$ cat src/rtl/sram_bridge_2432_pkg.sv
// Shared definitions for the 2432 SRAM bridge: FSM states, lane geometry and
// the lane-selection helper used when walking the byte-enable mask.
package sram_bridge_2432_pkg;

    localparam int LANE_W = 8;
    localparam int LANE_N = 4;

    typedef enum logic [1:0] {
        ST_IDLE   = 2'd0,
        ST_SETUP  = 2'd1,
        ST_STROBE = 2'd2,
        ST_DONE   = 2'd3
    } state_t;

    // Lanes are always serviced in ascending order, so pick the lowest set bit.
    function automatic logic [1:0] lowest_lane(input logic [LANE_N-1:0] mask);
        logic [1:0] lane;
        lane = 2'd0;
        for (int i = LANE_N - 1; i >= 0; i--) begin
            if (mask[i]) lane = 2'(i);
        end
        return lane;
    endfunction

endpackage

$ cat src/rtl/sram_bridge_2432_byte_cycle.sv
// One byte access to the asynchronous SRAM: a SETUP cycle followed by
// WAIT_STATES+1 STROBE cycles, with read capture on the final strobe edge.
module sram_byte_cycle
    import sram_bridge_2432_pkg::*;
#(
    parameter int WAIT_STATES = 1
) (
    input  logic              i_clk,
    input  logic              i_rstb,
    input  logic              i_setup,
    input  logic              i_strobe,
    input  logic              i_write,
    input  logic [LANE_W-1:0] i_sram_din,
    output logic              o_done,
    output logic              o_cap_en,
    output logic [LANE_W-1:0] o_cap_byte,
    output logic              o_sram_ceb,
    output logic              o_sram_oeb,
    output logic              o_sram_web
);

    localparam logic [2:0] LAST_CNT = 3'(WAIT_STATES);

    logic [2:0] wait_cnt;

    always_ff @(posedge i_clk or negedge i_rstb) begin
        if (!i_rstb) begin
            wait_cnt <= 3'd0;
        end else if (i_setup) begin
            wait_cnt <= 3'd0;
        end else if (i_strobe && !o_done) begin
            wait_cnt <= wait_cnt + 3'd1;
        end
    end

    assign o_done     = i_strobe && (wait_cnt == LAST_CNT);
    assign o_cap_en   = o_done && !i_write;
    assign o_cap_byte = i_sram_din;

    // Strobes decode straight from the phase so a reset drops them at once.
    assign o_sram_ceb = !(i_setup || i_strobe);
    assign o_sram_oeb = !(i_strobe && !i_write);
    assign o_sram_web = !(i_strobe && i_write);

endmodule

$ cat src/rtl/sram_bridge_2432.sv
// CPU data-port responder: turns one byte-enabled word request into a run of
// byte accesses on an 8-bit asynchronous SRAM, stalling the CPU meanwhile.
module sram_bridge_2432
    import sram_bridge_2432_pkg::*;
#(
    parameter int ADDR_W      = 20,
    parameter int WAIT_STATES = 1
) (
    input  logic              i_clk,
    input  logic              i_rstb,
    input  logic [23:0]       i_daddr,
    input  logic [31:0]       i_dout,
    input  logic              i_ram_rd,
    input  logic [3:0]        i_ram_wr,
    output logic [31:0]       o_din,
    output logic              o_cpu_clk_en,
    output logic [ADDR_W-1:0] o_sram_addr,
    output logic [7:0]        o_sram_dout,
    input  logic [7:0]        i_sram_din,
    output logic              o_sram_ceb,
    output logic              o_sram_oeb,
    output logic              o_sram_web,
    output logic              o_busy
);

    state_t              state;
    state_t              state_nxt;
    logic                req;
    logic                wr_req;
    logic                is_write;
    logic [LANE_N-1:0]   mask;
    logic [ADDR_W-3:0]   word_addr;
    logic [31:0]         wdata;
    logic [31:0]         shadow;
    logic [31:0]         shadow_merged;
    logic [1:0]          lane;
    logic [LANE_N-1:0]   lane_bit;
    logic                more_lanes;
    logic                in_setup;
    logic                in_strobe;
    logic                byte_done;
    logic                cap_en;
    logic [LANE_W-1:0]   cap_byte;
    logic                unused_addr_lo;

    // A write wins over a simultaneous read; the read is simply dropped.
    assign wr_req     = |i_ram_wr;
    assign req        = i_ram_rd || wr_req;
    assign lane       = lowest_lane(mask);
    assign lane_bit   = 4'b0001 << lane;
    assign more_lanes = |(mask & ~lane_bit);

    assign o_sram_addr = {word_addr, lane};
    assign o_sram_dout = wdata[{lane, 3'b000} +: LANE_W];

    assign unused_addr_lo = ^i_daddr[1:0];
    if (ADDR_W < 24) begin : g_addr_hi
        logic unused_addr_hi;
        assign unused_addr_hi = ^i_daddr[23:ADDR_W];
    end

    always_ff @(posedge i_clk or negedge i_rstb) begin
        if (!i_rstb) begin
            state <= ST_IDLE;
        end else begin
            state <= state_nxt;
        end
    end

    always_comb begin
        state_nxt = state;
        case (state)
            ST_IDLE:   if (req) state_nxt = ST_SETUP;
            ST_SETUP:  state_nxt = ST_STROBE;
            ST_STROBE: if (byte_done) state_nxt = more_lanes ? ST_SETUP : ST_DONE;
            ST_DONE:   state_nxt = ST_IDLE;
            default:   state_nxt = ST_IDLE;
        endcase
    end

    always_comb begin
        o_cpu_clk_en = ((state == ST_IDLE) && !req) || (state == ST_DONE);
        o_busy       = (state != ST_IDLE);
        in_setup     = (state == ST_SETUP);
        in_strobe    = (state == ST_STROBE);
    end

    always_comb begin
        shadow_merged = shadow;
        shadow_merged[{lane, 3'b000} +: LANE_W] = cap_byte;
    end

    // The last byte lands on the same edge that enters DONE, so o_din takes the merged word.
    always_ff @(posedge i_clk or negedge i_rstb) begin
        if (!i_rstb) begin
            is_write  <= 1'b0;
            mask      <= '0;
            word_addr <= '0;
            wdata     <= '0;
            shadow    <= '0;
            o_din     <= '0;
        end else begin
            if ((state == ST_IDLE) && req) begin
                is_write  <= wr_req;
                mask      <= wr_req ? i_ram_wr : 4'b1111;
                word_addr <= i_daddr[ADDR_W-1:2];
                wdata     <= i_dout;
            end
            if (byte_done) begin
                mask <= mask & ~lane_bit;
            end
            if (cap_en) begin
                shadow <= shadow_merged;
                if (!more_lanes) o_din <= shadow_merged;
            end
        end
    end

    sram_byte_cycle #(
        .WAIT_STATES (WAIT_STATES)
    ) u_byte_cycle (
        .i_clk       (i_clk),
        .i_rstb      (i_rstb),
        .i_setup     (in_setup),
        .i_strobe    (in_strobe),
        .i_write     (is_write),
        .i_sram_din  (i_sram_din),
        .o_done      (byte_done),
        .o_cap_en    (cap_en),
        .o_cap_byte  (cap_byte),
        .o_sram_ceb  (o_sram_ceb),
        .o_sram_oeb  (o_sram_oeb),
        .o_sram_web  (o_sram_web)
    );

endmodule

$ cat config.mk
export PLATFORM = sky130hd
export DESIGN_NAME = sram_bridge_2432
export DESIGN_NICKNAME = d
export VERILOG_FILES = /design/src/rtl/sram_bridge_2432_pkg.sv /design/src/rtl/sram_bridge_2432_byte_cycle.sv /design/src/rtl/sram_bridge_2432.sv
export SDC_FILE = /design/constraint.sdc
export NUM_CORES = 1
export LEC_CHECK = 0
export CAP_MARGIN = 20
export CORE_AREA = 3 3 126 128
export CTS_BUF_LIST = sky130_fd_sc_hd__clkbuf_8
export CTS_CLUSTER_DIAMETER = 50
export DETAILED_ROUTE_END_ITERATION = 10
export DIE_AREA = 0 0 129 131
export PLACE_DENSITY_LB_ADDON = 0.12
export SYNTH_ARGS = -nofsm -noshare
export SYNTH_HDL_FRONTEND = slang
export SYNTH_SLANG_ARGS = --single-unit
export TNS_END_PERCENT = 10
$ cat constraint.sdc
create_clock -name i_clk -period 4.1 [get_ports i_clk]
set_clock_uncertainty 0.15 [all_clocks]
set_input_delay 0.615 -clock i_clk [delete_from_list [all_inputs] [get_ports i_clk]]
set_output_delay 0.615 -clock i_clk [all_outputs]
set_load 0.02 [all_outputs]
==> results of run 1 <==
## per-layer routing
metal	part of all wire [%]	track usage, %	up-vias
met4	1.9	6.18	0
met5	0	0	-
li1	-	-	1995
met1	46	22.9	2022
met3	8.1	6.38	19
met2	44	25.0	143
## through the flow
stage	worst slack (ps)	cell area, µm²
floorplan	894	5630
global placement	531	7080
detailed placement	523	7080
CTS	402	7480
global route	212	7480
finish	428	7480
## final timing paths
| check | endpoint | slack [ps] | cells after the start |
|---|---|---|---|
| worst max register to register | shadow[26] | 560 | 8 |
| min in group i_clk | wdata[12] | 350 | 1 |
| worst min register to register | wdata[12] | 350 | 1 |
| worst max-delay path | o_sram_dout[6] | 430 | 6 |
| worst min-delay path | o_din[8] | 160 | 1 |
| max in group asynchronous | wdata[3] | 2840 | 2 |
## registers in the layout, indices dropped and copies added (netlist names)
signal and count:
is_write 1, shadow 32, u_byte_cycle.wait_cnt 3, word_addr 18, state 2, mask 4, o_din 32, wdata 32
## power breakdown
part,internal (mW),switching (mW)
Sequential,1.71,0.292
Combinational,1.40,1.54
Clock,0.554,0.500
## cells by family (layout without fill, tap and decap cells)
family | count (synthesis) | after routing | share of synthesized area, %
AO/OA/AOI/OAI | 139 | 139 | 17.8
flip-flops | 124 | 124 | 55.1
AND/OR/NAND/NOR | 110 | 110 | 10.1
multiplexers | 50 | 50 | 10.0
buffers and inverters | 47 | 183 | 3.89
adder cells (fa/ha/maj) | 13 | 13 | 2.89
XOR/XNOR | 1 | 1 | 0.156
## cell type report
cell class                      count  area (µm²)
Fill cell                        1371        7500
Clock inverter                     14         146
Timing Repair Buffer              137        1370
Multi-Input combinational cell    313        2320
Inverter                           14        52.6
Sequential cell                   124        3100
Tap cell                          188         235
Clock buffer                       18         248
## layout by cell type, fill, tap and decap left out, types with 3 or more instances in the layout
cell type	instances
and2b_2	7
nand2b_1	5
ha_1	13
clkdlybuf4s50_1	128
clkinv_2	3
nor2_1	38
nand3_1	3
buf_4	7
mux2_2	35
inv_1	10
mux2_1	15
a21oi_1	44
o22a_1	9
dfrtp_1	124
o21ai_0	4
o22ai_1	8
a22oi_1	9
clkbuf_8	18
a31oi_1	16
clkinvlp_4	6
a22o_1	33
nor2b_1	10
and2_1	3
a32oi_1	8
nand2_1	26
## worst reg2reg max path: cells and delay by family, from the launching register on
family / cells / cell delay [ps]
AO/OA/AOI/OAI: 2 / 600
buffers and inverters: 2 / 570
adder cells (fa/ha/maj): 1 / 270
AND/OR/NAND/NOR: 3 / 1370
flip-flops: 1 / 510
==> summary.md, run 1 <==
| Metric | Value |
|---|---|
| Status | `completed` |
| Yosys reg bits | `124` |
| Vias in the first global route | `between 4k and 5k` |
| Worst-path cell chain | `inv_1 > and3_1 > buf_4 > nand2_1 > a31oi_1 > clkdlybuf4s50_1` |
| IO Pins | `approximately 140` |
| Drc violations | `0` |
| Ys flop type | `dfrtp_1` |
| CTS Buffer Depth | `2` |
| Inst Count DP | `between 700 and 800` |
| Share of the synthesized area in the top cell type | `55.1%` |
| Netlist cell types | `approximately 50` |
| Setup TNS | `0 ps` |
| Crit path from | `mask[0]` |
| Final hold slack | `around 160 ps` |
| Worst r2r src | `mask[0]` |
| Setup bufs post-CTS | `0` |
| Area leader, netlist | `dfrtp_1` |
| First-pass GRT wire length | `around 22000 µm` |
| RSZ-0062 raised after global routing | `false` |
| Worst-Margin Slew | `slightly below 1000 ps` |
| Ratio of final minimum period to clock period | `between 80% and 90%` |
| CP top delay family | `buffers and inverters` |
| Cts repair resizes | `0` |
| DR vias | `~4.2k` |
| Leading cell types by count after synthesis | `124 x dfrtp_1, 44 x a21oi_1, 38 x nor2_1, 35 x mux2_2, 33 x a22o_1` |
| # setup viols final | `0` |
| Slew Limit Headroom | `35.9%` |
| Max-slew violations | `0` |
| Number of synthesized flops with an enable pin | `0` |
| Final WL | `around 14000 µm` |
| Starting Density | `37.6%` |
| CTS Hold Bufs | `0` |
| GRT Total Usage | `between 15 and 20%` |
| CTS tree | `done` |
| Slowest-stage cell, CP | `clkdlybuf4s50_1` |
| Die Width | `~130 µm` |
| Row count | `45` |
| Total grt overflow | `0` |
| DR vias/cell | `between 5 and 6` |
| Nets@finish | `691` |
| Core area | `~15000 µm²` |
| Min Tclk post-route | `~3700 ps` |
| Critical path endpoint category | `primary output` |
| Count leader, synth | `dfrtp_1` |
| Worst vdd ir | `506 µV` |
| Clk_lat worst skew | `around 430 ps` |
| Hold Vio Cnt, Final | `0` |
| PwrDens | `about 800 nW/µm²` |
| Mapped Area | `between 5000 and 6000 µm²` |
| Clock Pin Slew Worst Setup and Hold Paths | `about 70 ps` |
| Worst hold path type | `primary input to asynchronous set/reset pin` |
| Synth warn | `0` |
| Largest net degree at the start of global routing | `74` |
| Critical-path maximum fanout | `11` |
| Layout area overhead | `32.9%` |
| DRT antenna net count | `0` |
| Syn_nets | `568` |
| Max cap viols | `0` |
| Crit Path Category | `register to primary output` |
| Nature of the critical path startpoint | `register` |
| Ant. Diodes | `0` |
| Avg WL per Cell | `between 15 and 20 µm` |
| GP Congestion | `roughly 0.76` |
| Crit path DAT | `about 2900 ps` |
| DRT Pass-1 Iters | `4` |
| DIE AREA | `roughly 17000 µm²` |
| Crit path largest cell delay | `roughly 640 ps` |
| Hpwl dp | `between 9000 and 10000 µm` |
| Worst path bufs/invs | `3` |
| Post-Syn Instances | `484` |
| Sequential area share after synthesis | `between 50 and 60%` |
| Leak Pwr | `between 3 and 4 nW` |
| Antenna violations before repair | `0` |
| Ys async rst share | `100%` |
| CTS buffer count | `17` |
| PnR Total Power | `approximately 6 mW` |
| Layout Cells excl Fill | `between 800 and 900` |
| Clock Tree Root | `clkbuf_8` |
| Share of cells above drive strength 1 | `15.8%` |
| Average cell area after synthesis | `11.6 µm²` |
| IO buf count | `~130` |
| Fin util | `between 40 and 50%` |
| Max Clock Freq | `272 MHz` |
| Initial detailed-routing violation count | `roughly 250` |
| CTS Sinks | `124` |
| WP data required | `~3300 ps` |
| # H-tree levels | `4` |
| Area contributors post-synth | `dfrtp_1 55%, mux2_2 7.0%, a22o_1 5.1%` |
| Die Height | `between 100 and 150 µm` |
No activity file was read; power rests on OpenSTA's default activity.
==> run 2, diff against run 1 <==
Settings changed: CORE_AREA 3 3 126 128 to 3 3 110 112, DIE_AREA 0 0 129 131 to 0 0 113 115.
==> run 2 against run 1 <==
  * First-iteration DRC count increased by 9.0%
  * Design area decreased by 1.3%
  * Sequential power about the same
  * Worst setup slack improved by 82 ps
  * Die area decreased by 23%
  * Non-clock buffer count decreased by 2
  * Power decreased by 0.88%
  * Hold slack got worse by 100 ps
  * Largest power group unchanged
==> summary.md, run 2 (same netlist as run 1, synthesis figures left out) <==
| Metric | Value |
|---|---|
| Clock Tree Root | `clkbuf_8` |
| GRT Total Usage | `21.0% (+4.0 points)` |
| Setup bufs post-CTS | `0 (unchanged)` |
| Nets@finish | `689 (-0.29%)` |
| DRT Pass-1 Iters | `4 (unchanged)` |
| Hpwl dp | `9180 µm (-3.8%)` |
| Drc violations | `0 (unchanged)` |
| WP data required | `3340 ps (about the same)` |
| DR vias/cell | `5.57 (+7.7%)` |
| IO Pins | `136 (unchanged)` |
| Top flop regs | `o_din (32), shadow (32), wdata (32)` |
| PwrDens | `805 nW/µm² (+0.39%)` |
| Critical path endpoint category | `primary output` |
| IO buf count | `129 (unchanged)` |
| Starting Density | `49.7% (+12 points)` |
| Max-slew violations | `0 (unchanged)` |
| Clock Pin Slew Worst Setup and Hold Paths | `70 ps (about the same)` |
| Critical-path maximum fanout | `11 (unchanged)` |
| First-pass GRT wire length | `21600 µm (-3.4%)` |
| Ratio of final minimum period to clock period | `87.6% (-2.0 points)` |
| Share of cells above drive strength 1 | `15.0% (-0.85 points)` |
| Slew Limit Headroom | `56.3% (+20 points)` |
| CTS buffer count | `17 (unchanged)` |
| Max cap viols | `0 (unchanged)` |
| Status | `completed` |
| Ant. Diodes | `0 (unchanged)` |
| CTS Sinks | `124 (unchanged)` |
| Max Clock Freq | `279 MHz (+2.3%)` |
| CTS Buffer Depth | `2 (unchanged)` |
| DIE AREA | `13000 µm² (-23%)` |
| Cts repair resizes | `0 (unchanged)` |
| Row count | `39 (-13%)` |
| DRT antenna net count | `0 (unchanged)` |
| Worst vdd ir | `520 µV (+2.8%)` |
| Antenna violations before repair | `0 (unchanged)` |
| Worst-Margin Slew | `655 ps (-306 ps)` |
| Placed cell area | `7000 µm² (-1.2%)` |
| CTS Hold Bufs | `0 (unchanged)` |
| # setup viols final | `0 (unchanged)` |
| Crit Path Category | `register to primary output` |
| Avg WL per Cell | `17.4 µm (+1.7%)` |
| Slowest-stage cell, CP | `clkdlybuf4s50_1` |
| Initial detailed-routing violation count | `267 (+9.0%)` |
| Final WL | `13200 µm (-4.6%)` |
| Clk_lat worst skew | `420 ps (about the same)` |
| RSZ-0062 raised after global routing | `false` |
| Worst-path cell chain | `inv_1 > and3_1 > buf_4 > nand2_1 > a31oi_1 > clkdlybuf4s50_1` |
| Crit path largest cell delay | `650 ps (about the same)` |
| Vias in the first global route | `4282 (-1.0%)` |
| Min Tclk post-route | `3590 ps (-81.8 ps)` |
| Die Width | `113 µm (-12%)` |
| Worst hold path type | `primary input to asynchronous set/reset pin` |
| CTS tree | `done` |
| Leak Pwr | `3.12 nW (about the same)` |
| Layout area overhead | `31.2%` |
| Setup TNS | `0 ps (unchanged)` |
| Commonest non-fill, non-tap cell in the layout | `clkdlybuf4s50_1` |
| Nature of the critical path startpoint | `register` |
| Design area | `7380 µm² (-1.3%)` |
| DR vias | `4221 (+1.0%)` |
| Commonest non-fill, non-tap cells in the layout | `128 x clkdlybuf4s50_1, 124 x dfrtp_1, 44 x a21oi_1, 38 x nor2_1, 35 x mux2_2` |
| Core area | `11300 µm² (-24%)` |
| Layout Cells excl Fill | `758 (-6.2%)` |
| Inst Count DP | `729 (-6.1%)` |
| Crit path DAT | `2820 ps (-90 ps)` |
| Largest net degree at the start of global routing | `79 (+6.8%)` |
| # H-tree levels | `4 (unchanged)` |
| Total grt overflow | `0 (unchanged)` |
| GP Congestion | `0.786 (+3.2%)` |
| Hold Vio Cnt, Final | `0 (unchanged)` |
| Die Height | `115 µm (-12%)` |
-- run 2: changes by cell type in the layout (fill, tap and decap cells not counted) --
cell | before | now
buf_12 | 2 | 1
clkbuf_8 | 18 | 21
clkinv_4 | 2 | 0
inv_6 | 1 | 0
inv_1 | 10 | 11
buf_4 | 7 | 6
clkinvlp_4 | 6 | 2
-- run 2: cell type report --
class                      count  area, µm²
fill                         924       3940
sequential                   124       3100
multi-input combinational    313       2320
timing repair buffer         135       1350
clock buffer                  21        289
tap                          143        179
clock inverter                 8       93.8
inverter                      14       52.6
-- run 2: metal layers --
metal	vias to the layer above	wire, µm	global-route usage [%]
met2	132	6320	32.5
met5	-	0	0
met3	14	885	6.63
met4	0	184	7.29
met1	2085	5820	28.2
li1	1990	-	-
-- run 2: path summary, 6_finish.rpt --
path	cells after the start	startpoint	to	slack, ps
max	6	mask[0]	o_sram_dout[3]	510
min	1	i_rstb	o_din[11]	60
max reg2reg	8	mask[0]	shadow[25]	640
min reg2reg	1	word_addr[11]	word_addr[11]	340
max in group asynchronous	2	i_rstb	wdata[10]	2900
min in group i_clk	1	word_addr[11]	word_addr[11]	340
-- run 2: report_power, final --
part	internal [mW]	leakage [nW]	switching [mW]
combinational	1.38	1.38	1.51
sequential	1.71	1.55	0.307
clock	0.589	0.197	0.446
total	3.68	3.12	2.26
-- run 2: worst max-delay path, delay by kind of cell, from the launching register on --
family,cells,cell delay (ps)
buffers and inverters,3,1230
flip-flops,1,500
AND/OR/NAND/NOR,2,470
AO/OA/AOI/OAI,1,210
-- run 2: through the flow --
stage	total power, mW	setup slack (ps)	hold WS (ps)	util, %
6_report	5.94	510	59.5	65.2
2_1_floorplan	3.76	894	169	-
5_1_grt	6.33	309	75.2	65.2
3_3_place_gp	4.86	550	323	61.8
3_5_place_dp	4.93	540	329	61.8
4_1_cts	5.99	482	59.1	65.2
==> run 3, diff against run 2 <==
Settings changed: ABC_AREA from default to 1, CORE_AREA 3 3 110 112 to 3 3 111 113, DIE_AREA 0 0 113 115 to 0 0 114 116, PLACE_DENSITY from default to 0.83, PLACE_DENSITY_LB_ADDON 0.12 to default, SKIP_LAST_GASP from default to 1.
==> run 3 against run 2 <==
  * Power increased by 11%
  * Highest routed layer unchanged
  * Largest power group unchanged
  * Hold slack improved by 94 ps
  * Critical endpoint unchanged
  * Register-to-register slack better by 390 ps
==> summary.md, run 3 <==
| Metric | Value |
|---|---|
| Status | `completed` |
| Max Clock Freq | `305 MHz (+9.4%)` |
| First-pass GRT wire length | `24400 µm (+13%)` |
| Antenna violations before repair | `0 (unchanged)` |
| IO Pins | `136 (unchanged)` |
| Mapped Area | `5950 µm² (+5.8%)` |
| Clk_lat worst skew | `420 ps (about the same)` |
| Share of cells above drive strength 1 | `5.45% (-9.5 points)` |
| Clock Tree Root | `clkbuf_8` |
| Row count | `39 (unchanged)` |
| Core area | `11400 µm² (+0.86%)` |
| Top flop regs | `o_din (32), shadow (32), wdata (32)` |
| Leading cell types by count after synthesis | `367 x nand2_1, 124 x dfrtp_1, 69 x nand3_1, 40 x inv_1, 40 x nor2_1` |
| Number of synthesized flops with an enable pin | `0 (unchanged)` |
| Critical-path maximum fanout | `36 (+25)` |
| Worst path bufs/invs | `3 (unchanged)` |
| CP top delay family | `buffers and inverters` |
| Crit path largest cell delay | `660 ps (about the same)` |
| Commonest non-fill, non-tap cell in the layout | `nand2_1` |
| Nets@finish | `970 (+41%)` |
| Sequential area share after synthesis | `52.1% (-3.0 points)` |
| Count leader, synth | `nand2_1` |
| Worst vdd ir | `475 µV (-8.6%)` |
| Share of the synthesized area in the top cell type | `52.1% (-3.0 points)` |
| Average cell area after synthesis | `7.78 µm² (-33%)` |
| Final WL | `14400 µm (+9.0%)` |
| Yosys reg bits | `124 (unchanged)` |
| DRT antenna net count | `0 (unchanged)` |
| Max cap viols | `0 (unchanged)` |
| Nature of the critical path startpoint | `register` |
| Clock Pin Slew Worst Setup and Hold Paths | `70 ps (about the same)` |
| Commonest non-fill, non-tap cells in the layout | `367 x nand2_1, 128 x clkdlybuf4s50_1, 124 x dfrtp_1, 69 x nand3_1, 45 x inv_1` |
| Min Tclk post-route | `3280 ps (-309 ps)` |
| Ant. Diodes | `0 (unchanged)` |
| Die Width | `114 µm (+0.88%)` |
| Ratio of final minimum period to clock period | `80.0% (-7.5 points)` |
| Avg WL per Cell | `13.8 µm (-21%)` |
| DIE AREA | `13200 µm² (+1.8%)` |
| Initial detailed-routing violation count | `393 (+47%)` |
| Cts repair resizes | `0 (unchanged)` |
| Worst-Margin Slew | `940 ps (+284 ps)` |
| Leak Pwr | `3.95 nW (+27%)` |
| Vias in the first global route | `5138 (+20%)` |
| GRT Total Usage | `22.9% (+2.0 points)` |
| Ys async rst share | `100% (unchanged)` |
| Setup bufs post-CTS | `0 (unchanged)` |
| # setup viols final | `0 (unchanged)` |
| CTS tree | `done` |
| Drc violations | `0 (unchanged)` |
| Slowest-stage cell, CP | `clkdlybuf4s50_1` |
| Die Height | `116 µm (+0.87%)` |
| Crit Path Category | `register to primary output` |
| Inst Count DP | `1010 (+39%)` |
| Critical path endpoint category | `primary output` |
| Layout Cells excl Fill | `1042 (+37%)` |
| Total grt overflow | `0 (unchanged)` |
| CTS Hold Bufs | `0 (unchanged)` |
| CTS Sinks | `124 (unchanged)` |
| Syn_nets | `849 (+49%)` |
| Area contributors post-synth | `dfrtp_1 52%, nand2_1 23%, nand3_1 5.8%` |
| GP Congestion | `0.885 (+13%)` |
| Ys flop type | `dfrtp_1` |
| Hpwl dp | `9690 µm (+5.5%)` |
| Largest net degree at the start of global routing | `71 (-10%)` |
| PwrDens | `850 nW/µm² (+5.7%)` |
| Netlist cell types | `25 (-49%)` |
| DR vias/cell | `5.08 (-8.7%)` |
| Worst hold path type | `primary input to asynchronous set/reset pin` |
| Starting Density | `52.1% (+2.4 points)` |
| DR vias | `5297 (+25%)` |
| CTS Buffer Depth | `2 (unchanged)` |
| IO buf count | `129 (unchanged)` |
| Max-slew violations | `0 (unchanged)` |
| Setup TNS | `0 ps (unchanged)` |
| Hold Vio Cnt, Final | `0 (unchanged)` |
| Layout area overhead | `29.8%` |
| CTS buffer count | `17 (unchanged)` |
| Slew Limit Headroom | `37.3% (-19 points)` |
| Crit path from | `mask[2]` |
| WP data required | `3340 ps (about the same)` |
| Worst-path cell chain | `inv_1 > nand2_1 > nand2_4 > nand2_2 > buf_4 > o21ai_0 > o21ai_1 > clkdlybuf4s50_1` |
| Synth warn | `0 (unchanged)` |
| Crit path DAT | `2520 ps (-300 ps)` |
| # H-tree levels | `4 (unchanged)` |
| DRT Pass-1 Iters | `8 (+4)` |
| Area leader, netlist | `dfrtp_1` |
| Worst r2r src | `mask[2]` |
| Post-Syn Instances | `765 (+58%)` |
| RSZ-0062 raised after global routing | `false` |
-- run 3: cell count changes after synthesis, sizes merged, moves of 20 or more --
cell	delta
nand4	+20
a21oi	-25
nand3	+67
a22o	-33
mux2	-50
nand2	+345
inv	+34
-- run 3: stage by stage --
stage,util (%),hold slack (ps),instance area (µm²),worst slack [ps],power (mW)
2_1_floorplan,-,169,5950,1750,4.21
3_3_place_gp,63.9,300,7300,1110,5.32
3_5_place_dp,63.9,303,7300,1060,5.41
4_1_cts,67.7,190,7720,810,6.60
5_1_grt,67.7,220,7720,604,7.11
6_report,67.7,153,7720,819,6.57
-- run 3: metal layers --
metal / global-route usage [%] / vias up / wire length, µm
li1: - / 2638 / -
met1: 29.9 / 2430 / 6250
met2: 36.1 / 208 / 6670
met3: 8.62 / 21 / 1290
met4: 6.57 / 0 / 177
met5: 0 / - / 0
-- run 3: worst register-to-register path, stage by stage, from the launching register on --
cell     delay, ps
dfrtp_1        400
inv_1           50
nand2_1         90
nand2_4        130
nand2_2        100
buf_4          340
ha_1           230
inv_1           40
nand2_1        140
nand4_4        460
inv_2          610
nand2_1        170
nand2_1         80
-- run 3: worst paths after layout --
kind / slack (ps) / cells past startpoint / end
max in group asynchronous: 2880 / 2 / mask[0]
hold reg to reg: 320 / 2 / wdata[28]
min in group i_clk: 320 / 2 / wdata[28]
hold / removal: 150 / 1 / o_din[1]
setup reg to reg: 1030 / 12 / o_din[31]
setup / recovery: 820 / 8 / o_sram_dout[3]
-- run 3: where the power goes --
group,switching (mW),total (mW),leakage (nW),internal (mW)
sequential,0.299,2.09,1.40,1.79
clock,0.453,1.15,0.239,0.698
combinational,2.06,3.33,2.31,1.28
total,2.81,6.57,3.95,3.76
-- run 3: logic make-up (layout without fill, tap and decap cells) --
group | after synthesis | in the layout | synth area share [%]
AO/OA/AOI/OAI | 39 | 39 | 3.30
flip-flops | 124 | 124 | 52.1
AND/OR/NAND/NOR | 506 | 506 | 35.6
buffers and inverters | 83 | 217 | 6.28
adder cells (fa/ha/maj) | 13 | 13 | 2.73
-- run 3: final cells by class --
cell class                      instances  area, µm²
Fill cell                             949       3690
Inverter                               49        184
Sequential cell                       124       3100
Tap cell                              143        179
Multi-Input combinational cell        558       2480
Timing Repair Buffer                  136       1350
Clock buffer                           20        275
Clock inverter                         12        154
